[config.mk]
export PLATFORM = sky130hd
export DESIGN_NAME = fetch_ctrl
export DESIGN_NICKNAME = d
export VERILOG_FILES = /design/src/rtl/fetch_ctrl.sv
export SDC_FILE = /design/constraint.sdc
export NUM_CORES = 1
export LEC_CHECK = 0
export BUFFER_PORTS_ARGS = -buffer_cell sky130_fd_sc_hd__buf_4
export CELL_PAD_IN_SITES_DETAIL_PLACEMENT = 1
export CELL_PAD_IN_SITES_GLOBAL_PLACEMENT = 1
export CORE_MARGIN = 5
export CORE_UTILIZATION = 33
export CTS_CLUSTER_DIAMETER = 30
export DETAILED_ROUTE_END_ITERATION = 16
export PLACE_DENSITY = 0.86
export SLEW_MARGIN = 15
export SYNTH_ARGS = -nofsm -noshare
export SYNTH_HDL_FRONTEND = slang
export SYNTH_SLANG_ARGS = --single-unit
export TNS_END_PERCENT = 20
[constraint.sdc]
create_clock -name clk -period 3.13 [get_ports clk]
set_input_delay 0 -clock clk [delete_from_list [all_inputs] [get_ports clk]]
set_output_delay 0 -clock clk [all_outputs]
set_load 0.05 [all_outputs]
[src/rtl/fetch_ctrl.sv]
// Instruction-fetch sequencer: one outstanding memory read at a time, pushes each
// returned word with its pc to the instruction queue, and handles misbranch flushes.
module fetch_ctrl #(
  parameter int                    ADDR_WIDTH = 32,
  parameter int                    INST_WIDTH = 32,
  parameter logic [ADDR_WIDTH-1:0] BOOT_ADDR  = '0
) (
  input  logic                  clk,
  input  logic                  rst,
  output logic                  out_pc_ena,
  output logic [ADDR_WIDTH-1:0] out_last_pc,
  output logic [INST_WIDTH-1:0] out_last_inst,
  input  logic [ADDR_WIDTH-1:0] in_next_pc,
  input  logic                  in_clear_all,
  output logic                  out_mem_req,
  output logic [ADDR_WIDTH-1:0] out_mem_addr,
  input  logic                  in_mem_ready,
  input  logic                  in_mem_valid,
  input  logic [INST_WIDTH-1:0] in_mem_data,
  output logic                  out_inst_valid,
  output logic [INST_WIDTH-1:0] out_inst,
  output logic [ADDR_WIDTH-1:0] out_inst_pc,
  input  logic                  in_queue_full,
  output logic [2:0]            dbg_state
);

  // Handshakes: a memory request transfers on the cycle out_mem_req && in_mem_ready,
  // and req/addr stay stable until then; in_mem_valid and out_inst_valid are
  // single-cycle strobes with no back-pressure other than in_queue_full.
  typedef enum logic [2:0] {
    S_FETCH    = 3'd0,
    S_WAIT     = 3'd1,
    S_DISPATCH = 3'd2,
    S_NEXT     = 3'd3,
    S_DROP     = 3'd4
  } state_t;

  state_t                state_q, state_d;
  logic [ADDR_WIDTH-1:0] fetch_q, fetch_d;
  logic [INST_WIDTH-1:0] buf_q, buf_d;

  always_ff @(posedge clk or negedge rst) begin
    if (!rst) begin
      state_q <= S_FETCH;
      fetch_q <= BOOT_ADDR;
      buf_q   <= '0;
    end else begin
      state_q <= state_d;
      fetch_q <= fetch_d;
      buf_q   <= buf_d;
    end
  end

  always_comb begin
    state_d        = state_q;
    fetch_d        = fetch_q;
    buf_d          = buf_q;
    out_mem_req    = 1'b0;
    out_pc_ena     = 1'b0;
    out_inst_valid = 1'b0;
    out_last_pc    = '0;
    out_last_inst  = '0;
    out_inst_pc    = '0;
    out_inst       = '0;
    unique case (state_q)
      S_FETCH: begin
        out_mem_req = 1'b1;
        if (in_clear_all) state_d = in_mem_ready ? S_DROP : S_NEXT;
        else if (in_mem_ready) state_d = S_WAIT;
      end
      S_WAIT: begin
        if (in_mem_valid) begin
          if (in_clear_all) begin
            state_d = S_NEXT;
          end else begin
            buf_d   = in_mem_data;
            state_d = S_DISPATCH;
          end
        end else if (in_clear_all) begin
          state_d = S_DROP;
        end
      end
      S_DISPATCH: begin
        out_last_pc   = fetch_q;
        out_inst_pc   = fetch_q;
        out_last_inst = buf_q;
        out_inst      = buf_q;
        if (in_clear_all) begin
          state_d = S_NEXT;
        end else if (!in_queue_full) begin
          out_inst_valid = 1'b1;
          out_pc_ena     = 1'b1;
          state_d        = S_NEXT;
        end
      end
      S_NEXT: begin
        // Staying here on a flush lets the PC unit's corrected pc arrive next cycle.
        fetch_d = in_next_pc;
        if (!in_clear_all) state_d = S_FETCH;
      end
      S_DROP: begin
        if (in_mem_valid) state_d = S_NEXT;
      end
      default: state_d = S_FETCH;
    endcase
    if (in_clear_all) out_pc_ena = 1'b1;
    // Reset state is FETCH, but nothing may be requested or enabled while held in reset.
    if (!rst) begin
      out_mem_req = 1'b0;
      out_pc_ena  = 1'b0;
    end
  end

  assign out_mem_addr = fetch_q;
  assign dbg_state    = state_q;

endmodule

# Word level (Yosys, flattened, before mapping)

Index checks and enable logic that the tools add are counted.

Register bits after elaboration: 67
Logic and storage cells: 37
Output and inout bits: 166
Input port bits: 70

Reductions and logical operators: 3
Multiplexer cells: 21
Bitwise logic cells: 1
Equality and inequality tests: 9

Operators with widths:

| operator             | count |
|---|---|
| $mux W32             | 2 |
| $mux W3              | 9 |
| $pmux W3 S5          | 1 |
| $mux W1              | 9 |
| $ne A3 B3 Y1 const B | 3 |
| $eq A3 B2 Y1 const B | 2 |
| $reduce_and A5 Y1    | 1 |
| $ne A2 B2 Y1 const B | 2 |
| $eq A3 B1 Y1 const B | 1 |
| $eq A3 B3 Y1 const B | 1 |
| $logic_not A3 Y1     | 1 |
| $reduce_and A3 Y1    | 1 |
| $not A1 Y1           | 1 |

# Depth between registers and ports, before layout

Depth after elaboration: 4
Depth in mapped cells: 7
Mapped depth without buffers: 4

# Worst setup path before layout

No wires, ideal clock.

Path kind: register to output
Start point: register state_q[1] (netlist: dbg_state[1])
End point: output out_mem_req
Data required time: 3.130 ns
Data arrival time: 2.462 ns
Slack: 0.668 ns
Buffers on the path: 1
Stages on the path, launching flop included: 3
Cells stage by stage: dfrtp_1 -> buf_4 -> nor4b_1

Cells in the longest elaborated chain, start to end: 3

RTL lines:

| item                   | RTL line | text |
|---|---|---|
| start, declared        | 38       | `state_t state_q, state_d;` |
| start signal, assigned | 48       | `state_q <= state_d;` |
| $logic_not A3 Y1       | 65       | `unique case (state_q)` |
| $mux W1                | 65       |  |
| $mux W1                | 108      | `if (!rst) begin` |
| end, declared          | 15       | `output logic out_mem_req,` |

Every way passes these cells.

# Final worst setup path

Start point: register state_q[1] (netlist: dbg_state[1])
End point: output out_inst_valid

Cells in the longest elaborated chain, start to end: 2

RTL lines:

| item          | RTL line | text |
|---|---|---|
| $eq A3 B2 Y1  | 65       |  |
| $mux W1       | 65       |  |
| end, declared | 20       | `output logic out_inst_valid,` |

Every way passes these cells.

==> metrics.md <==
| Metric | Value |
|---|---|
| CTS max path bufs | 2 |
| FMAX | between 300 and 400 MHz |
| Syn Area/Cell | 11.6 um^2 |
| Remaining Overflow, GRT | 0 |
| Drt pass-1 iters | 4 |
| CTS tree | done |
| CP endpoint kind | output pin |
| Syn_nets | approximately 380 |
| Status | completed |
| Layout area overhead | 62.3% |
| Post-layout min period | approximately 2.5 ns |
| Synth unique cells | 31 |
| Least-Margin Pin Slew | roughly 0.86 ns |
| Synthesized instance count | slightly above 300 |
| Starting Density | 0.333 |
| GPL Wtd Cong | ~0.8 |
| Worst slew margin | 0.424 |
| Pin count of the biggest net entering global routing | 70 |
| Final #Nets | just over 600 |
| First-pass GRT wire length | about 19000 um |
| Core footprint | approximately 11000 um^2 |
| Final hold viol count | 0 |
| Met3 routed WL | roughly 980 um |
| Total vias in the final route | 3078 |
| H-tree depth | 3 |
| Antenna diodes | 0 |
| Cell Rows | 38 |
| I/O pin cnt | 236 |
| Setup Skew | roughly 0.0063 ns |
| Setup_tns | 0 ns |
| RSZ-0062 raised after global routing | false |
| Post-route DRC violation count | 0 |
| DIE WIDTH | approximately 110 um |
| Clock root buffer | clkbuf_8 |
| Synth Register Bits | 67 |
| Max Fanout on Critical Path | 25 |
| Die height | 114 um |
| Via/cell ratio | between 4 and 5 |
| Crit path kind | flip-flop to output pin |
| Max incr delay on CP | roughly 0.56 ns |
| Total CTS buffers | 9 |
| Initial antenna violation count | 0 |
| Met2 routed WL | 6470 um |
| Synth Cell Area | 3580 um^2 |
| Worst EP required | around 3.1 ns |
| Clock transition at path regs | about 0.07 ns |
| Fillers | 1152 |
| Crit-path slowest cell | dfrtp_1 |
| Register area share after synthesis | 0.469 |
| Hold WS | between 0.04 and 0.05 ns |
| Met1 WL | about 4500 um |
| Post-route clock period utilization | 0.813 |
| Full die area | approximately 13000 um^2 |
| Worst setup SP type | flip-flop |
| Final ANT Viol Nets | 0 |
| Vias in the first global route | around 3500 |
| Setup violators final | 0 |
| Total wire length | ~12000 um |
| 1st-iter DRT viols | about 110 |
| Clk sinks | 67 |
| Pins Over Slew Limit | 0 |
| # Max-Cap Violations | 0 |
| Hold Crit Class | primary input to flip-flop |
| Clk_lat worst skew | 0.33 ns |
| WP data arrival | ~2.5 ns |
| Placed wire-length estimate | roughly 8400 um |
| Top routing layer used | met4 |
| Synthesis Warnings | 0 |
| PortBufs | approximately 240 |
| Average wire per standard cell | 17.7 um |
| Total Routing Usage GR | 0.187 |
| CP cell instances | nor2b_1 > and2b_1 > buf_4 > nor2b_1 > and2_1 > buf_4 |
| Layout cells sized above 1 | 0.570 |
==> cells in the mapped netlist, drive strengths merged <==
master | n | area share
a21oi | 2 | 0.0028
inv | 3 | 0.0031
nand3b | 1 | 0.0021
o2bb2ai | 1 | 0.0024
dfrtp | 67 | 0.47
nor2 | 2 | 0.0021
nand2 | 2 | 0.0021
o31ai | 1 | 0.0021
and2b | 1 | 0.0021
and3 | 1 | 0.0018
buf | 74 | 0.16
a2bb2oi | 1 | 0.0024
nor4b | 1 | 0.0024
o21a | 1 | 0.0021
clkbuf | 7 | 0.0077
a221oi | 1 | 0.0024
mux2 | 64 | 0.20
a31oi | 2 | 0.0035
nor3 | 1 | 0.0014
and2 | 65 | 0.11
nor2b | 4 | 0.0077
o21ai | 1 | 0.0014
a32o | 1 | 0.0028
a21o | 1 | 0.0021
nand2b | 1 | 0.0018
a211o | 1 | 0.0024
==> path summary, 6_finish.rpt <==
path                                from  slack, ns             end  cells after the start
hold / removal             in_queue_full       0.04    dbg_state[0]                      3
setup reg to reg            dbg_state[1]       1.10    dbg_state[0]                      5
min in group asynchronous            rst       0.34       buf_q[29]                      2
max in group asynchronous            rst       2.23        buf_q[1]                      2
hold reg to reg                buf_q[29]       0.48       buf_q[29]                      1
setup / recovery            dbg_state[1]       0.59  out_inst_valid                      6
==> flip-flops by register name (all words and copies together), names as in the netlist <==
name,flops
dbg_state,3
buf_q,32
out_mem_addr,32
==> metrics by stage <==
stage / utilization / area (um^2) / cells / worst slack (ns)
after global placement: 0.462 / 4960 / 605 / 1.08
after detailed placement: 0.462 / 4960 / 605 / 0.939
after CTS: 0.540 / 5800 / 686 / 0.540
final: 0.540 / 5800 / 686 / 0.587
after global routing: 0.540 / 5800 / 686 / 0.340
after floorplan: - / 3580 / 307 / 0.668
==> metal layers <==
metal / track usage / up-vias
li1: - / 1417
met1: 0.207 / 1494
met2: 0.344 / 155
met3: 0.0539 / 12
met4: 0.0578 / 0
met5: 0 / -
==> placed cells by master (no fill, tap or decap), types with 2 or more instances in the layout <==
cell	instances
dlygate4sd3_1	66
inv_1	3
nand2_1	2
and2_1	65
a31oi_1	2
clkinv_2	2
a21oi_1	2
nor2_1	2
mux2_1	7
nor2b_1	3
dfrtp_1	67
buf_4	239
mux2_2	57
clkbuf_8	12
==> critical path, delay by kind of cell, from the launching register on <==
kind | cells | cell delay [ns]
buffers and inverters | 2 | 0.55
flip-flops | 1 | 0.56
AND/OR/NAND/NOR | 4 | 1.09
==> cell families (layout without fill, tap and decap cells) <==
family | count (synthesis) | count (layout) | share of synthesized area
buf+inv | 84 | 323 | 0.166
simple gates | 79 | 79 | 0.137
flops | 67 | 67 | 0.469
mux | 64 | 64 | 0.202
compound gates | 13 | 13 | 0.0266
==> cell type report <==
type | count | area [um^2] | share of cell area
Clock inverter | 2 | 10.0 | 0.00172
Inverter | 3 | 11.3 | 0.00194
Clock buffer | 13 | 169 | 0.0291
Timing Repair Buffer | 305 | 2450 | 0.423
Multi-Input combinational cell | 156 | 1310 | 0.225
Tap cell | 140 | 175 | 0.0302
Sequential cell | 67 | 1680 | 0.289
==> timing repair <==
| item | CTS | global route |
|---|---|---|
| hold endpoints to repair | 132 | 0 |
| resized for setup | 0 | 0 |
| hold buffers | 66 | 0 |
| setup buffers | 0 | 0 |
Power is not shown: default switching activity piles up to over one toggle a cycle in this logic, so the estimate is an artifact.
